==> src/rtl/freq_capture_if.sv <==
// Measurement request/result bundle between a controller and freq_capture,
// including the handshake toward the serial transmitter.
interface freq_capture_if;
  // Handshakes: meas_start is accepted only on a cycle where busy=0, and busy
  // rises on the next cycle. ser_start stays high until ser_busy=1 is sampled,
  // then drops. Results hold steady from that request until the next accept.
  logic         meas_start;
  logic [1:0]   mode;
  logic         busy;
  logic [31:0]  f_edges;
  logic [31:0]  f_clks;
  logic [319:0] t_val;
  logic         timeout;
  logic         ser_start;
  logic         ser_busy;
  logic [1:0]   ser_mode;

  modport master (
    output meas_start, mode, ser_busy,
    input  busy, f_edges, f_clks, t_val, timeout, ser_start, ser_mode
  );

  modport slave (
    input  meas_start, mode, ser_busy,
    output busy, f_edges, f_clks, t_val, timeout, ser_start, ser_mode
  );
endinterface

==> src/rtl/freq_capture.sv <==
// Gated frequency count plus ten-period capture of sig_in, handed to a serial
// transmitter. Define FREQ_CAPTURE_TIMEOUT_EN to abort on a stalled sig_in.
module freq_capture #(
  parameter int GATE_CYCLES    = 50_000_000,
  parameter int TIMEOUT_CYCLES = 100_000_000
) (
  input  logic           clk,
  input  logic           rst_n,
  input  logic           sig_in,
  freq_capture_if.slave  bus,
  output logic [2:0]     dbg_state
);

  typedef enum logic [2:0] {
    IDLE     = 3'd0,
    F_ARM    = 3'd1,
    F_GATE   = 3'd2,
    T_ARM    = 3'd3,
    T_CAP    = 3'd4,
    HANDOFF  = 3'd5,
    SER_WAIT = 3'd6
  } state_t;

  localparam logic [31:0] GATE_C = 32'(GATE_CYCLES);

  function automatic logic [31:0] sat_inc(input logic [31:0] v);
    return (v == 32'hFFFF_FFFF) ? v : v + 32'd1;
  endfunction

  state_t       state_q, state_d;
  logic         sync1_q, sync1_d, sync2_q, sync2_d, sync3_q, sync3_d;
  logic         edge_q, edge_d;
  logic [1:0]   ser_mode_q, ser_mode_d;
  logic [31:0]  f_edges_q, f_edges_d;
  logic [31:0]  f_clks_q, f_clks_d;
  logic [319:0] t_val_q, t_val_d;
  logic [31:0]  t_cnt_q, t_cnt_d;
  logic [3:0]   idx_q, idx_d;
  logic         ser_start_q, ser_start_d;
  logic         busy_q, busy_d;
  logic [31:0]  f_clks_inc;
`ifdef FREQ_CAPTURE_TIMEOUT_EN
  localparam logic [31:0] TIMEOUT_C = 32'(TIMEOUT_CYCLES);
  logic         timeout_q, timeout_d;
  logic [31:0]  idle_q, idle_d;
  logic         idle_hit;
`endif

  assign f_clks_inc = sat_inc(f_clks_q);

  always_comb begin
    state_d     = state_q;
    sync1_d     = sig_in;
    sync2_d     = sync1_q;
    sync3_d     = sync2_q;
    edge_d      = sync2_q & ~sync3_q;
    ser_mode_d  = ser_mode_q;
    f_edges_d   = f_edges_q;
    f_clks_d    = f_clks_q;
    t_val_d     = t_val_q;
    t_cnt_d     = t_cnt_q;
    idx_d       = idx_q;
    ser_start_d = ser_start_q;
`ifdef FREQ_CAPTURE_TIMEOUT_EN
    timeout_d   = timeout_q;
    idle_d      = idle_q;
    idle_hit    = 1'b0;
`endif

    case (state_q)
      IDLE: begin
        if (bus.meas_start) begin
          ser_mode_d = bus.mode;
          f_edges_d  = '0;
          f_clks_d   = '0;
          t_val_d    = '0;
`ifdef FREQ_CAPTURE_TIMEOUT_EN
          timeout_d  = 1'b0;
`endif
          if (bus.mode[1])      state_d = F_ARM;
          else if (bus.mode[0]) state_d = T_ARM;
          else begin
            state_d     = HANDOFF;
            ser_start_d = 1'b1;
          end
        end
      end
      F_ARM: begin
        if (edge_q) begin
          f_clks_d  = '0;
          f_edges_d = '0;
          state_d   = F_GATE;
        end
      end
      F_GATE: begin
        f_clks_d = f_clks_inc;
        // The closing edge is counted, so the window spans whole sig_in periods.
        if (edge_q) begin
          f_edges_d = sat_inc(f_edges_q);
          if (f_clks_inc >= GATE_C) begin
            if (ser_mode_q[0]) state_d = T_ARM;
            else begin
              state_d     = HANDOFF;
              ser_start_d = 1'b1;
            end
          end
        end
      end
      T_ARM: begin
        if (edge_q) begin
          t_cnt_d = 32'd1;
          idx_d   = 4'd1;
          state_d = T_CAP;
        end
      end
      T_CAP: begin
        if (edge_q) begin
          for (int k = 0; k < 10; k++) begin
            if (idx_q == 4'(k + 1)) t_val_d[32*k +: 32] = t_cnt_q;
          end
          t_cnt_d = 32'd1;
          idx_d   = idx_q + 4'd1;
          if (idx_q == 4'd10) begin
            state_d     = HANDOFF;
            ser_start_d = 1'b1;
          end
        end else begin
          t_cnt_d = sat_inc(t_cnt_q);
        end
      end
      HANDOFF: begin
        if (bus.ser_busy) begin
          ser_start_d = 1'b0;
          state_d     = SER_WAIT;
        end
      end
      SER_WAIT: begin
        if (!bus.ser_busy) state_d = IDLE;
      end
      default: state_d = IDLE;
    endcase

`ifdef FREQ_CAPTURE_TIMEOUT_EN
    // An edge always wins over expiry, so expiry never collides with a slot store.
    if (state_q inside {F_ARM, F_GATE, T_ARM, T_CAP}) begin
      if (edge_q) idle_d = '0;
      else if (idle_q + 32'd1 >= TIMEOUT_C) idle_hit = 1'b1;
      else idle_d = idle_q + 32'd1;
    end
    if (idle_hit) begin
      timeout_d   = 1'b1;
      state_d     = HANDOFF;
      ser_start_d = 1'b1;
      if (state_q inside {F_ARM, F_GATE}) begin
        f_edges_d = '0;
        f_clks_d  = '0;
      end else begin
        t_val_d = '0;
      end
    end
    if (state_d != state_q) idle_d = '0;
`endif

    busy_d = (state_d != IDLE);
  end

  always_ff @(posedge clk or negedge rst_n) begin
    if (!rst_n) begin
      state_q     <= IDLE;
      sync1_q     <= 1'b0;
      sync2_q     <= 1'b0;
      sync3_q     <= 1'b0;
      edge_q      <= 1'b0;
      ser_mode_q  <= 2'b00;
      f_edges_q   <= '0;
      f_clks_q    <= '0;
      t_val_q     <= '0;
      t_cnt_q     <= '0;
      idx_q       <= '0;
      ser_start_q <= 1'b0;
      busy_q      <= 1'b0;
`ifdef FREQ_CAPTURE_TIMEOUT_EN
      timeout_q   <= 1'b0;
      idle_q      <= '0;
`endif
    end else begin
      state_q     <= state_d;
      sync1_q     <= sync1_d;
      sync2_q     <= sync2_d;
      sync3_q     <= sync3_d;
      edge_q      <= edge_d;
      ser_mode_q  <= ser_mode_d;
      f_edges_q   <= f_edges_d;
      f_clks_q    <= f_clks_d;
      t_val_q     <= t_val_d;
      t_cnt_q     <= t_cnt_d;
      idx_q       <= idx_d;
      ser_start_q <= ser_start_d;
      busy_q      <= busy_d;
`ifdef FREQ_CAPTURE_TIMEOUT_EN
      timeout_q   <= timeout_d;
      idle_q      <= idle_d;
`endif
    end
  end

  assign bus.busy      = busy_q;
  assign bus.f_edges   = f_edges_q;
  assign bus.f_clks    = f_clks_q;
  assign bus.t_val     = t_val_q;
  assign bus.ser_start = ser_start_q;
  assign bus.ser_mode  = ser_mode_q;
`ifdef FREQ_CAPTURE_TIMEOUT_EN
  assign bus.timeout   = timeout_q;
`else
  assign bus.timeout   = 1'b0;
`endif
  assign dbg_state     = state_q;

endmodule

==> src/flat_wrapper.sv <==
// flat-port wrapper written by rule: the top's interface ports become plain ports
module freq_capture_flat 
#(
  parameter int GATE_CYCLES    = 50_000_000,
  parameter int TIMEOUT_CYCLES = 100_000_000
)
  (clk, rst_n, sig_in, dbg_state, bus_meas_start, bus_mode, bus_ser_busy, bus_busy, bus_f_edges, bus_f_clks, bus_t_val, bus_timeout, bus_ser_start, bus_ser_mode);
  freq_capture_if bus_i ();
  input  logic clk;
  input  logic rst_n;
  input  logic sig_in;
  output logic [2:0] dbg_state;
  input wire logic [$bits(bus_i.meas_start)-1:0] bus_meas_start;
  input wire logic [$bits(bus_i.mode)-1:0] bus_mode;
  input wire logic [$bits(bus_i.ser_busy)-1:0] bus_ser_busy;
  output wire logic [$bits(bus_i.busy)-1:0] bus_busy;
  output wire logic [$bits(bus_i.f_edges)-1:0] bus_f_edges;
  output wire logic [$bits(bus_i.f_clks)-1:0] bus_f_clks;
  output wire logic [$bits(bus_i.t_val)-1:0] bus_t_val;
  output wire logic [$bits(bus_i.timeout)-1:0] bus_timeout;
  output wire logic [$bits(bus_i.ser_start)-1:0] bus_ser_start;
  output wire logic [$bits(bus_i.ser_mode)-1:0] bus_ser_mode;
  assign bus_i.meas_start = bus_meas_start;
  assign bus_i.mode = bus_mode;
  assign bus_i.ser_busy = bus_ser_busy;
  assign bus_busy = bus_i.busy;
  assign bus_f_edges = bus_i.f_edges;
  assign bus_f_clks = bus_i.f_clks;
  assign bus_t_val = bus_i.t_val;
  assign bus_timeout = bus_i.timeout;
  assign bus_ser_start = bus_i.ser_start;
  assign bus_ser_mode = bus_i.ser_mode;
  freq_capture #(.GATE_CYCLES(GATE_CYCLES), .TIMEOUT_CYCLES(TIMEOUT_CYCLES)) u_core (.clk(clk), .rst_n(rst_n), .sig_in(sig_in), .bus(bus_i), .dbg_state(dbg_state));
endmodule
==> config.mk <==
export PLATFORM = sky130hd
export DESIGN_NAME = freq_capture_flat
export DESIGN_NICKNAME = d
export VERILOG_FILES = /design/src/rtl/freq_capture_if.sv /design/src/rtl/freq_capture.sv /design/src/flat_wrapper.sv
export SDC_FILE = /design/constraint.sdc
export NUM_CORES = 1
export LEC_CHECK = 0
export CAP_MARGIN = 20
export CORE_ASPECT_RATIO = 0.6
export CORE_MARGIN = 8
export CORE_UTILIZATION = 30
export CTS_BUF_LIST = sky130_fd_sc_hd__clkbuf_16
export CTS_CLUSTER_SIZE = 14
export DETAILED_ROUTE_END_ITERATION = 8
export GPL_ROUTABILITY_DRIVEN = 0
export PLACE_DENSITY = 0.53
export SYNTH_ARGS = -nofsm -noshare
export SYNTH_HDL_FRONTEND = slang
export SYNTH_SLANG_ARGS = --single-unit
==> constraint.sdc <==
create_clock -name clk -period 5.4 [get_ports clk]
set_input_delay 0.81 -clock clk [delete_from_list [all_inputs] [get_ports clk]]
set_output_delay 0.81 -clock clk [all_outputs]
set_load 0.01 [all_outputs]
==> results of run 1 <==
metrics by stage:
step,utilization (%),setup WS [ns]
after CTS,40.4,1.86
after global placement,38.2,1.97
after floorplan,-,2.40
after detailed placement,38.2,1.87
final,40.4,1.87
after global routing,40.4,1.40
worst reg2reg max path: stages (launching register included):
cell and delay (ns):
dfrtp_1 0.77, nor3b_2 0.28, buf_4 0.39, nand2_1 0.34
nor4_1 0.54, a32oi_1 0.44, and2_1 0.35, nand3_1 0.10
xor2_1 0.16, nor2_1 0.05
path summary, 6_finish.rpt:
path                                          startpoint                           endpoint  slack (ns)  cells past startpoint
max in group asynchronous                          rst_n  u_core.bus.t_val[235]$_DFFE_PN0P_        3.99                      2
min in group clk                u_core.sync1_q$_DFF_PN0_           u_core.sync2_q$_DFF_PN0_        0.35                      0
setup / recovery           u_core.dbg_state[2]$_DFF_PN0_     u_core.t_cnt_q[20]$_DFFE_PN0P_        1.87                      9
hold reg to reg                 u_core.sync1_q$_DFF_PN0_           u_core.sync2_q$_DFF_PN0_        0.35                      0
hold / removal                                     rst_n           u_core.sync1_q$_DFF_PN0_        0.21                      1
setup reg to reg           u_core.dbg_state[2]$_DFF_PN0_     u_core.t_cnt_q[20]$_DFFE_PN0P_        1.87                      9
routing by layer:
metal / part of all wire [%] / global-route usage, % / wire, µm / up-vias
li1: - / - / - / 6910
met4: 1.8 / 3.35 / 1070 / 0
met1: 47 / 25.3 / 29000 / 7121
met2: 44 / 27.0 / 26900 / 377
met3: 6.9 / 4.84 / 4230 / 66
met5: 0 / 0 / 0 / -
cells by family (layout without fill, tap and decap cells):
logic type	Yosys count	count (layout)	synth area share (%)
other	1	1	0.0212
DFF	431	431	61.1
adders and majority gates	7	7	0.496
and+or+nand+nor	715	715	18.1
xor gates and xnor gates	55	55	2.73
AOI/OAI and AO/OA	476	476	14.6
buffers and inverters	121	512	2.73
muxes	4	4	0.241
final cells by class:
type                    instances  area share [%]
clock buffers                  44            4.64
clock inverters                33           0.891
inverters                      18           0.285
multi-input cells            1258            27.1
flip-flops and latches        431            45.4
well taps                     781            4.12
repair buffers                417            17.6
state kept, by name, summed over array words and instances (netlist names):
| register | flops |
|---|---|
| u_core.bus.f_clks | 32 |
| u_core.dbg_state | 3 |
| u_core.bus.busy | 1 |
| u_core.sync1_q | 1 |
| u_core.bus.f_edges | 32 |
| u_core.bus.t_val | 320 |
| u_core.bus.ser_start | 1 |
| u_core.sync3_q | 1 |
| u_core.t_cnt_q | 32 |
| u_core.edge_q | 1 |
| u_core.idx_q | 4 |
| u_core.sync2_q | 1 |
| u_core.bus.ser_mode | 2 |
cell usage after synthesis (3+ instances only):
cell type | count | area, µm²
dfrtp_1 | 431 | 10800
and2_1 | 14 | 87.6
o21ai_0 | 382 | 1910
xnor2_1 | 19 | 166
ha_1 | 7 | 87.6
and4_1 | 16 | 140
or4_4 | 4 | 45.0
nor2_1 | 75 | 282
buf_2 | 5 | 25.0
inv_1 | 18 | 67.6
nand3_1 | 45 | 225
o22ai_1 | 4 | 25.0
nand2b_1 | 3 | 18.8
nor4_1 | 10 | 62.6
buf_4 | 4 | 30.0
buf_1 | 3 | 11.3
nor2b_1 | 8 | 50.1
nand2_1 | 455 | 1710
or3_1 | 16 | 100
a31oi_1 | 11 | 68.8
and3_1 | 10 | 62.6
nand3b_1 | 3 | 22.5
a21oi_1 | 36 | 180
xor2_1 | 36 | 315
clkbuf_1 | 90 | 338
o41ai_1 | 4 | 35.0
nor3_1 | 19 | 95.1
o31ai_1 | 7 | 52.6
nand4_1 | 22 | 138
a22o_1 | 3 | 26.3
a21o_1 | 3 | 22.5
power by group:
group          switching [mW]  leakage [nW]  internal (mW)
Sequential              0.199          5.97           3.37
Combinational           0.684          3.21          0.433
Clock                    1.32         0.687           1.57
==> metrics.cfg, run 1 <==
[logic_synthesis]
synth-edff-count=0
syn-cell-area_um2=17700
synth-async-reset-ratio_pct=100
synth_seq_cells=431
yosysWarnings=0
dominantRegCellSynth=dfrtp_1
syn_inst=1810
synth.net_count=1824
ys_types=70
syn_avg_cell_area_um2=9.76
yosysSeqAreaShare_pct=61.1

[global_routing]
grt_overflow=0
antenna_found_initial=1
grt_pass1_vias=14072
grt_pass1_wl_um=92200
grtUsageTotal_pct=17.7
grt_max_degree=133

[die]
num_rows=69
die_area_um2=67200
io_pins=399
die_w_um=329
initial_core_util_pct=30.1
core_um2=58700
die_h_um=204

[power]
peakVddDrop_mv=0.229
powerDensity_nw_per_um2=319
p_leak_nw=9.87
total_power_mw=7.58

[sta]
maxSlewHeadroom_pct=35.9
fin_crit_ns=3.53
final_hold_viol_count=0
finalCritPeriodShare_pct=65.3
setup_viol=0
fin_hold_ws_ns=0.205
tightest_slew_ns=0.952
rsz0062_at_grt=no
max_freq_mhz=284
skew_ns=0.0143
drv_slew=0
finalSetupTns_ns=0

[finish]
drive_gt1_share_pct=5.13
fin_nets=2184
register_area_um2=10800
final_cell_count_no_fill=2982
final_common_cell=nand2_1
final_cell_mix=nand2_1, dfrtp_1, clkdlybuf4s50_1
layout.filler_cells=5739
multi_input_area_um2=6430
area_growth_syn_to_layout_pct=34.4
antenna_cells=0
fin_area_um2=23700

[placement]
port_buffers=397
post-place-cells=2905
hpwl_um=42600
place_area_um2=22400

[critical_path]
cp_slowest_cell=dfrtp_1
crit_path_end_kind=flop
crit_type=flop to flop
start_kind=flop
critPathTopFamily=simple AND/OR/NAND/NOR gates
critPathMaxStageDelay_ns=0.77
crit_arrival_ns=3.97
worstPathMaxFanout=40
cp.buffers_inverters=1
worstPathCellList=nor3b_2 -> buf_4 -> nand2_1 -> nor4_1 -> a32oi_1 -> and2_1 -> nand3_1 -> xor2_1 -> nor2_1
critPathRequiredTime_ns=5.84

[cts]
cts-buffers-inserted=44
cts_setup_buffers=0
clkTransAtPathRegs_ns=0.07
root_buffer=clkbuf_16
clkSinkCount=431
cts_tree=done
clkLatencyLatePin_ns=0.56
cts_resized=0
cts_buffer_depth=3
htree_levels=2
holdBufCountCts=0

[routing]
drtAntennaViolNets=0
drt_iter0_markers=1031
vias=14474
drt-wirelength-per-cell_um=20.5
vias_per_cell=4.85
drc=0
dr.pass1.iters=5
routed_wl_um=61200

[run]
maxCapViolCount=0

[run_status]
outcome=finished, final reports clean

[worst_hold_path]
min_path_type=input port to asynchronous set/reset pin

Power figures use the tool's default switching activity.
==> run 2: changes to the inputs <==
--- a/config.mk
+++ b/config.mk
@@ -13,7 +13,7 @@
 export CTS_CLUSTER_SIZE = 14
 export DETAILED_ROUTE_END_ITERATION = 8
 export GPL_ROUTABILITY_DRIVEN = 0
-export PLACE_DENSITY = 0.53
+export PLACE_DENSITY = 0.55
 export SYNTH_ARGS = -nofsm -noshare
 export SYNTH_HDL_FRONTEND = slang
 export SYNTH_SLANG_ARGS = --single-unit
==> constraint.sdc (replaced) <==
create_clock -name clk -period 3.1 [get_ports clk]
set_input_delay 0.465 -clock clk [delete_from_list [all_inputs] [get_ports clk]]
set_output_delay 0.465 -clock clk [all_outputs]
set_load 0.01 [all_outputs]
==> run 2 against run 1 <==
  * Count of clock-buffer cells in the layout grew 1
  * Routed wire length grew 0.28%
  * Global-route usage grew 0.19 points
  * Design area grew 1.9%
  * Power grew 81%
  * Setup slack lost 1.7 ns
  * Register-to-register slack lost 1.7 ns
  * Clock power grew 87%
  * Non-clock buffer count grew 42
  * Largest power group unchanged
==> metrics.cfg, run 2 (same netlist as run 1, synthesis figures left out) <==
[cts]
cts-buffers-inserted=45  ; +2.3%
cts_setup_buffers=0  ; unchanged
cts_tree=done
htree_levels=2  ; unchanged
clkLatencyLatePin_ns=0.58  ; +0.02 ns
clkSinkCount=431  ; unchanged
root_buffer=clkbuf_16
clkTransAtPathRegs_ns=0.06  ; about the same
cts_buffer_depth=3  ; unchanged

[critical_path]
cp.buffers_inverters=1  ; unchanged
critPathRequiredTime_ns=3.56  ; -2.28 ns
crit_arrival_ns=3.41  ; -0.56 ns
cp_slowest_cell=or4_4
worstPathCellList=nand4_2 -> or4_4 -> a311oi_2 -> buf_4 -> nand4_1 -> xor2_1 -> o31ai_1 -> nand3_1 -> a21bo_1
critPathTopFamily=simple AND/OR/NAND/NOR gates
critPathMaxStageDelay_ns=0.60  ; -0.17 ns
crit_type=flop to flop
start_kind=flop
worstPathMaxFanout=9  ; -78%
crit_path_end_kind=flop

[routing]
vias=14585  ; +0.77%
routed_wl_um=61400  ; +0.28%
drt-wirelength-per-cell_um=20.2  ; -1.3%
vias_per_cell=4.81  ; -0.86%
drc=0  ; unchanged
drtAntennaViolNets=0  ; unchanged
dr.pass1.iters=5  ; unchanged
drt_iter0_markers=1145  ; +11%

[global_routing]
grt_pass1_wl_um=93200  ; +1.1%
antenna_found_initial=2  ; +1
grtUsageTotal_pct=17.9  ; +0.19 points
grt_overflow=0  ; unchanged
grt_max_degree=78  ; -41%
grt_pass1_vias=14453  ; +2.7%

[finish]
largest_register_ffs=320  ; unchanged
layout.filler_cells=5653  ; -1.5%
final_cell_mix=nand2_1, dfrtp_1, clkdlybuf4s50_1
drive_gt1_share_pct=7.21  ; +2.1 points
final_common_cell=nand2_1
fin_nets=2227  ; +2.0%
area_growth_syn_to_layout_pct=37.0
fin_util_pct=41.2  ; +0.78 points

[sta]
skew_ns=0.0206  ; +0.00631 ns
finalSetupTns_ns=0  ; unchanged
setup_viol=0  ; unchanged
fin_crit_ns=2.95  ; -0.573 ns
drv_slew=0  ; unchanged
max_freq_mhz=339  ; +19%
final_hold_viol_count=0  ; unchanged
maxSlewHeadroom_pct=51.0  ; +15 points
tightest_slew_ns=0.735  ; -0.217 ns
rsz0062_at_grt=no
finalCritPeriodShare_pct=95.3  ; +30 points
fin_hold_ws_ns=0.351  ; +0.146 ns

[worst_hold_path]
min_path_type=flop to flop

[die]
die_w_um=329  ; unchanged
die_h_um=204  ; unchanged
core_um2=58700  ; unchanged
initial_core_util_pct=30.1  ; unchanged
die_area_um2=67200  ; unchanged
num_rows=69  ; unchanged
io_pins=399  ; unchanged

[run_status]
outcome=finished, final reports clean

[power]
total_power_mw=13.7  ; +81%
peakVddDrop_mv=0.325  ; +42%
powerDensity_nw_per_um2=565  ; +77%
p_leak_nw=10.1  ; +2.7%

[placement]
port_buffers=397  ; unchanged
hpwl_um=43200  ; +1.5%

[run]
maxCapViolCount=0  ; unchanged

run 2: power breakdown:
part	total [mW]	switching [mW]	internal, mW
clock	5.39	2.33	3.06
sequential	6.18	0.309	5.87
combinational	2.11	1.28	0.825
total	13.7	3.92	9.76
run 2: through the flow:
stage,setup WS [ns],cells,cell area [µm²]
3_5_place_dp,0.167,2946,22700
4_1_cts,0.171,3028,24200
6_report,0.147,3031,24200
3_3_place_gp,0.252,2946,22700
5_1_grt,0.0116,3028,24200
2_1_floorplan,0.101,1810,17700
run 2: metal layers:
metal	GRT usage [%]	vias up	wire length (µm)
met2	27.4	430	27000
met1	25.7	7076	29100
met5	0	-	0
met4	3.74	0	1080
li1	-	6996	-
met3	4.27	83	4190
run 2: layout make-up:
type	count	area [µm²]	area share (%)
Sequential cell	431	10800	44.6
Multi-Input combinational cell	1258	6430	26.6
Timing Repair Buffer	459	4480	18.5
Clock buffer	45	1130	4.65
Tap cell	781	977	4.04
Clock inverter	36	317	1.31
Inverter	18	67.6	0.279
Antenna cell	3	7.51	0.0310
run 2: final timing paths:
kind                                                  startpoint                                 to  slack (ns)  depth (start not counted)
worst min register to register          u_core.sync1_q$_DFF_PN0_           u_core.sync2_q$_DFF_PN0_        0.35                          0
worst max-delay path            u_core.bus.f_clks[0]$_DFFE_PN0P_      u_core.dbg_state[1]$_DFF_PN0_        0.15                          9
min in group asynchronous                                  rst_n  u_core.bus.f_clks[13]$_DFFE_PN0P_        0.49                          2
worst max register to register  u_core.bus.f_clks[0]$_DFFE_PN0P_      u_core.dbg_state[1]$_DFF_PN0_        0.15                          9
max in group asynchronous                                  rst_n  u_core.bus.t_val[231]$_DFFE_PN0P_        1.68                          3
worst min-delay path                    u_core.sync1_q$_DFF_PN0_           u_core.sync2_q$_DFF_PN0_        0.35                          0
run 2: worst reg2reg max path: cells and delay by family (launching register included):
| family | cells | cell delay (ns) |
|---|---|---|
| flops | 1 | 0.41 |
| buf+inv | 1 | 0.23 |
| xor+xnor | 1 | 0.20 |
| compound gates | 3 | 0.78 |
| simple gates | 4 | 1.24 |
run 2: repair_timing:
| item | in CTS | in global routing |
|---|---|---|
| hold buffers | 1 | 0 |
| resized for setup | 0 | 2 |
| endpoints found under the hold margin | 61 | 0 |
| setup endpoints to repair | 0 | 1 |
